### config.mk
export PLATFORM = sky130hd
export DESIGN_NAME = odo_round_key_table
export DESIGN_NICKNAME = d
export VERILOG_FILES = /design/src/rtl/odo_round_key_table.sv
export SDC_FILE = /design/constraint.sdc
export NUM_CORES = 2
export LEC_CHECK = 0
export CAP_MARGIN = 20
export CORE_MARGIN = 2
export CORE_UTILIZATION = 65
export DETAILED_ROUTE_END_ITERATION = 6
export PLACE_DENSITY = 0.93
export SLEW_MARGIN = 20
export SYNTH_ARGS = -nofsm -noshare
export SYNTH_HDL_FRONTEND = slang
export SYNTH_SLANG_ARGS = --single-unit
### constraint.sdc
create_clock -name clk -period 7.2 [get_ports clk]
set_input_delay 1.08 -clock clk [delete_from_list [all_inputs] [get_ports clk]]
set_output_delay 1.08 -clock clk [all_outputs]
set_load 0.05 [all_outputs]
### src/rtl/odo_round_key_table.sv
`default_nettype none
// ============================================================================
// Module  : odo_round_key_table
// Purpose : Seed-programmable NUM_KEYS x NUM_PERIODS round-key table, filled by
//           an LCG from a 32-bit epoch seed, with registered 1-cycle lookups.
// Revision: 1.0 - initial release
// ============================================================================
module odo_round_key_table #(
  parameter int KEY_W       = 10,
  parameter int NUM_PERIODS = 9,
  parameter int NUM_KEYS    = 4,
  parameter int PERIOD_W    = 4,
  parameter int KSEL_W      = 2
) (
  input  logic                clk,
  input  logic                rst,
  input  logic                seed_valid,
  input  logic [31:0]         seed,
  output logic                seed_ready,
  output logic                busy,
  output logic                fill_done,
  output logic                table_ready,
  input  logic                rd_en,
  input  logic [PERIOD_W-1:0] period,
  input  logic [KSEL_W-1:0]   key_sel,
  output logic [KEY_W-1:0]    key_out,
  output logic                key_valid,
  output logic                bad_index
);

  localparam int c_DEPTH = NUM_KEYS * NUM_PERIODS;
  localparam int c_IDX_W = (c_DEPTH > 1) ? $clog2(c_DEPTH) : 1;
  localparam logic [c_IDX_W-1:0]  c_LAST = c_IDX_W'(c_DEPTH - 1);
  localparam logic [PERIOD_W:0]   c_NP   = (PERIOD_W + 1)'(NUM_PERIODS);
  localparam logic [KSEL_W:0]     c_NK   = (KSEL_W + 1)'(NUM_KEYS);

  localparam logic [1:0] c_EMPTY = 2'd0;
  localparam logic [1:0] c_FILL  = 2'd1;
  localparam logic [1:0] c_READY = 2'd2;

  function automatic logic [31:0] f_step(input logic [31:0] x);
    return x * 32'd1103515245 + 32'd12345;
  endfunction

  logic [1:0]         r_state;
  logic [31:0]        r_s;
  logic [c_IDX_W-1:0] r_widx;
  logic               r_fill_done;
  logic [KEY_W-1:0]   r_key_out;
  logic               r_key_valid;
  logic               r_bad_index;
  logic [KEY_W-1:0]   r_mem [c_DEPTH];

  logic [c_IDX_W-1:0] w_rd_idx;
  logic               w_in_range;

  assign w_rd_idx   = c_IDX_W'(key_sel) * c_IDX_W'(NUM_PERIODS) + c_IDX_W'(period);
  assign w_in_range = ({1'b0, period} < c_NP) && ({1'b0, key_sel} < c_NK);

  always_ff @(posedge clk or posedge rst) begin
    if (rst) begin
      r_state     <= c_EMPTY;
      r_s         <= 32'd0;
      r_widx      <= '0;
      r_fill_done <= 1'b0;
    end else begin
      r_fill_done <= 1'b0;
      case (r_state)
        c_FILL: begin
          r_s    <= f_step(r_s);
          r_widx <= r_widx + 1'b1;
          if (r_widx == c_LAST) begin
            r_state     <= c_READY;
            r_fill_done <= 1'b1;
          end
        end
        default: begin
          // Seeds offered during FILL are dropped, never queued.
          if (seed_valid) begin
            r_state <= c_FILL;
            r_s     <= f_step(seed);
            r_widx  <= '0;
          end
        end
      endcase
    end
  end

  // Table storage carries no reset; contents are only exposed once READY.
  always_ff @(posedge clk) begin
    if (r_state == c_FILL) begin
      r_mem[r_widx] <= r_s[31 -: KEY_W];
    end
  end

  always_ff @(posedge clk or posedge rst) begin
    if (rst) begin
      r_key_out   <= '0;
      r_key_valid <= 1'b0;
      r_bad_index <= 1'b0;
    end else begin
      r_key_valid <= 1'b0;
      r_bad_index <= 1'b0;
      if (rd_en && (r_state == c_READY)) begin
        r_key_valid <= 1'b1;
        if (w_in_range) begin
          r_key_out <= r_mem[w_rd_idx];
        end else begin
          r_key_out   <= '0;
          r_bad_index <= 1'b1;
        end
      end
    end
  end

  assign seed_ready  = (r_state != c_FILL);
  assign busy        = (r_state == c_FILL);
  assign table_ready = (r_state == c_READY);
  assign fill_done   = r_fill_done;
  assign key_out     = r_key_out;
  assign key_valid   = r_key_valid;
  assign bad_index   = r_bad_index;

endmodule
`default_nettype wire
# --- Yosys cells after proc, flatten, opt, wreduce, memory -nomap -nowiden ---
# Memories as Yosys holds them, arrays and structs flattened.
# Cells that the tools add are included.
# Widths: inputs -> output; s select.
word_totals:
  in_bits: 42
  mem_count: 1
  ff_bits: 53
  out_inout_bits: 16
  wordCells: 39
  ram_bits: 360
op_classes:
  n_lt_le_gt_ge: 1
  muxes: 15
  add_sub_neg: 4
  eq_ne: 5
  reduce_logical: 3
  multipliers: 3
memory_table:
  columns: ["name", "depth", "width", "read_ports", "rd_ports_with_merged_regs", "write_ports", "line_no", "source"]
  rows:
  - ["r_mem", 36, 10, 1, 0, 1, "52", "logic [KEY_W-1:0] r_mem [c_DEPTH];"]
ops:
  columns: ["cell", "count"]
  rows:
  - ["$add 32x14->32 const B", 2]
  - ["$mul 32x31->32 const B", 2]
  - ["$mux 32", 2]
  - ["$mux 6", 2]
  - ["$mux 10", 1]
  - ["$mux 1", 7]
  - ["$add 6x1->6 const B", 1]
  - ["$add 6x4->6", 1]
  - ["$eq 6x6->1 const B", 1]
  - ["$mul 2x4->6 const B", 1]
  - ["$mux 2", 3]
  - ["$lt 4x4->1 const B", 1]
  - ["$ne 2x1->1 const B", 2]
  - ["$eq 2x1->1 const B", 1]
  - ["$eq 2x2->1 const B", 1]
  - ["$reduce_and 2->1", 1]
  - ["$reduce_bool 2->1", 1]
  - ["$logic_and 1x1->1", 1]

# --- Logic depth before layout (Yosys ltp) ---
depth:
  word_depth: 4
  ltp_mapped: 26
  depth_no_buf: 26

# --- Worst setup path before layout ---
# OpenSTA, ideal clock, no wires.
synth_timing:
  kind: "input to register"
  start: "input seed[7]"
  end: "register r_s[31]"
  setup_slack_ns: 0.027
  arrival_ns: 7.087
  cell_stages: 22
  cell_sequence: "ha_1 xor2_1 ha_1 a21oi_1 fa_1 fa_1 inv_1 fa_1 fa_1 fa_1 inv_1 fa_1 inv_1 ha_1 a21oi_1 o21ai_1 o41a_1 o221ai_2 a21oi_2 o41a_1 or4_1 a32oi_1"
synth_between:
  elab_chain_len: 4
synth_rtl:
  columns: ["item", "line_no", "source"]
  rows:
  - ["from (decl)", "18", "input logic [31:0] seed,"]
  - ["$mul 32x31->32", "42", "return x * 32'd1103515245 + 32'd12345;"]
  - ["$add 32x14->32", "42", null]
  - ["$mux 32", "79", "if (seed_valid) begin"]
  - ["$mux 32", "68", "case (r_state)"]
  - ["to (signal assigned)", "70", "r_s <= f_step(r_s);"]
  - ["to (signal assigned)", "81", "r_s <= f_step(seed);"]
  - ["to (decl)", "46", "logic [31:0] r_s;"]
# No other way between the ends. The select of a mux whose other input is x is not followed.
# A chain may end at the register's enable or synchronous reset.

# --- Worst setup path in the final report ---
layout_timing:
  start: "register r_s[24]"
  end: "register r_s[29]"
layout_between:
  elab_chain_len: 3
layout_rtl:
  columns: ["item", "line_no"]
  rows:
  - ["$mul 32x31->32", "42"]
  - ["$add 32x14->32", "42"]
  - ["$mux 32", "68"]
# No other way between the ends.

==> reports/results.tsv <==
metric	value	unit
Mean Syn Cell Area	12.42	um2
fmax	130.4	MHz
wire length per cell	30.41	um
Tmin final	7.668	ns
worst-margin pin slew	1.178	ns
drt pass-1 iters	7	
top_reg_cell synth	edfxtp_1	
Crit Path Category	reg -> reg	
total number of vias	25000	
fin. max-slew vios	0	
I/O pin total	58	
CTS tree	yes	
Yosys reg bits	413	
Slew Limit Headroom	0.2118	
critical path's top delay family	adder cells	
Max stage delay cell, worst path	dfrtp_1	
die span in x	234.6	um
mapped cell area	34560	um2
Die ar.	55030	um2
fin nets	3899	
All-Layer GR Usage	0.4047	
met1 Use GR	0.4561	
Detail Placement HPWL	75850	um
Non-Filler Instances	3785	
RSZ-0062 raised after global routing	true	
first-pass GRT wire length	160900	um
pre-CTS setup slack	-0.8009	ns
failing checks	DRC, setup timing	
CP Buf/Inv Count	8	
Die Y	234.6	um
core box area	52550	um2
number of global-route vias before repair	26690	
Worst Path Max Fanout	20	
critical path startpoint category	flop	
Crit. End Element	flop	
worst min-delay path category	reg -> reg	
Yosys cell types	71	
final hold vios	0	
met2 usage	0.6481	
layout cells sized above 1	0.1657	
Post-DRT Antenna Nets	0	
Cells after Synth	2782	
met3 usage	0.1229	
Max stage delay on crit path	0.93	ns
number of synthesized flops with an enable pin	360	
Starting Density	0.6576	
critical path's most frequent cell	inv_1	
largest net degree at the start of global routing	62	
status	finished, violations left	
Seq/Total Area, Yosys	0.3512	
Crit path required time	7.64	ns
Final setup viols	7	
cts hold-fix bufs	0	
Worst-Skew Late Latency	0.59	ns
skew final	0.02210	ns
Placed Cells	3704	
port bufs	57	
1st-iter DRT viols	3830	
drc violations	361	
asr flop ratio synth	0.1283	
Synth-to-Final Area Change	13.52	%
final setup margin	-0.4680	ns
initial antenna violation count	10	
period utilization	1.065	
Reg clk slew, reported paths	0.07	ns
GRT busiest layer	met2	
Arrival @ worst endpoint	8.11	ns
final wirelength	115100	um
CP Cell Sequence	ha_1 -> inv_1 -> fa_1 -> inv_1 -> ha_1 -> inv_1 -> fa_1 -> inv_1 -> fa_1 -> inv_1 -> fa_1 -> inv_1 -> fa_1 -> inv_1 -> fa_1 -> inv_1 -> ha_1 -> nand3_1 -> nor2_1 -> a21oi_2 -> nand2_1 -> xnor2_2 -> o22ai_1	
CTS Buf Count	40	
Root Buffer	clkbuf_16	
clk buf depth	3	
total of max-cap violations	0	
H-tree depth	2	
total clock sinks	413	
YS warnings	0	
Overflow after GRT	0	
post-DR vias/cell	6.604	
Core Rows	84	
Syn Nets	3619	
routability cong.	1.023	
## area by class of cell
type	count	area, um2
diodes	7	17.52
clock buffers	47	1070
clock inverters	23	180.2
fillers	2898	13320
inverters	806	3025
multi-input cells	1515	19690
flip-flops and latches	413	12140
well taps	688	860.8
repair buffers	286	2250
## through the flow
stage                     instance area [um2]    util  TNS, ns  hold WS (ns)
after floorplan                         34560       -        0        0.4651
after global placement                  37510  0.7139   -5.184        0.4770
after detailed placement                37510  0.7139   -7.818        0.4901
after CTS                               38870  0.7398        0        0.5301
after global routing                    39210  0.7462   -3.114        0.5589
final                                   39230  0.7465   -2.290        0.5344
## cells by family (layout without fill, tap and decap cells)
| kind of cell | count (synthesis) | in the layout | synth area share |
|---|---|---|---|
| AO/OA/AOI/OAI | 232 | 232 | 0.04439 |
| XOR/XNOR | 128 | 128 | 0.03244 |
| adder cells (fa/ha/maj) | 795 | 795 | 0.3695 |
| buffers and inverters | 854 | 1162 | 0.09410 |
| flip-flops | 413 | 413 | 0.3512 |
| multiplexers | 139 | 139 | 0.08013 |
| other | 0 | 7 | 0 |
| AND/OR/NAND/NOR | 221 | 221 | 0.02821 |
## layout by cell type, fill, tap and decap left out, types with 6 or more instances in the layout
cell	instances
o211ai_1	8
clkbuf_2	14
nand3_1	17
nor2_1	82
clkbuf_16	42
o21ai_1	13
inv_1	802
ha_1	392
a21oi_1	58
a21oi_2	9
fa_2	7
xor2_1	22
mux2i_1	28
fa_1	369
nand2_1	71
buf_4	225
clkinv_2	9
diode_2	7
a21o_1	25
edfxtp_1	360
clkinv_1	7
a31oi_1	6
nand2b_1	6
clkdlybuf4s50_1	35
o21bai_1	9
xor2_2	9
o21ai_0	37
mux4_2	110
dfrtp_1	52
nor3_1	6
ha_4	22
a211oi_1	10
xnor2_1	92
## Yosys cell counts (all sizes together) (3+ instances only)
cell type  count  area (um2)
xor2          31       271.5
a21o          25       187.7
o21bai         9       67.56
inv          806        3025
xnor2         97       849.6
a32oi          3       26.28
nand4          3       18.77
fa           376        7527
o31ai          5       42.54
o22ai          3       18.77
nand2         71       266.5
nor2          87       326.6
o211a          3       30.03
o41ai          3       41.29
nand2b         6       37.54
mux2i         28       280.3
o21a           5       37.54
a21boi         4       30.02
a21oi         68       347.8
clkbuf        32       130.1
and3           6       42.54
nand3         17       85.08
edfxtp       360       10810
o211ai         8       60.06
o21ai         55       279.0
dfrtp         53        1326
or3            5       31.28
a31oi          7       43.79
nor3           8       40.04
a211oi        12       100.1
a31o           3       26.28
ha           419        5243
buf           16       96.34
nand3b         5       37.54
mux4         110        2477
or2            4       25.03
a41oi          4       42.55
## path summary, 6_finish.rpt
path / from / to / slack, ns / depth (start not counted)
setup / recovery: r_s[24]$_DFFE_PP0P_ / r_s[29]$_DFFE_PP0P_ / -0.47 / 23
hold / removal: key_out[7]$_DFFE_PP0P_ / key_out[7]$_DFFE_PP0P_ / 0.53 / 2
setup reg to reg: r_s[24]$_DFFE_PP0P_ / r_s[29]$_DFFE_PP0P_ / -0.47 / 23
hold reg to reg: key_out[7]$_DFFE_PP0P_ / key_out[7]$_DFFE_PP0P_ / 0.53 / 2
max in group asynchronous: rst / r_s[15]$_DFFE_PP0P_ / 5.49 / 3
min in group asynchronous: rst / key_out[2]$_DFFE_PP0P_ / 1.09 / 3
## worst reg2reg max path, delay by kind of cell, from the launching register on
family / cells / cell delay [ns]
fa+ha+maj: 9 / 4.44
buf+inv: 8 / 0.88
xor+xnor: 1 / 0.52
compound gates: 2 / 0.35
simple gates: 3 / 0.40
flops: 1 / 0.93
## state kept, by name, indices dropped and copies added, names as in the netlist
name and flops:
key_out 10, key_valid 1, r_mem 360, r_widx 6
r_state 2, r_s 32, fill_done 1, bad_index 1
## layer usage
layer | wire [um] | share of wire
met1 | 35230 | 0.31
met2 | 51840 | 0.45
met3 | 15290 | 0.13
met4 | 12410 | 0.11
met5 | 317 | 0.0028
## what timing repair did
action | in CTS | in global routing
resized for setup | 39 | 90
setup endpoints to repair | 10 | 10
pin swaps | 16 | 41
buffers inserted | 0 | 4
Power is left out: the tool's default activity adds up to more than one toggle a clock period on the data nets, which glitch-free logic cannot reach.
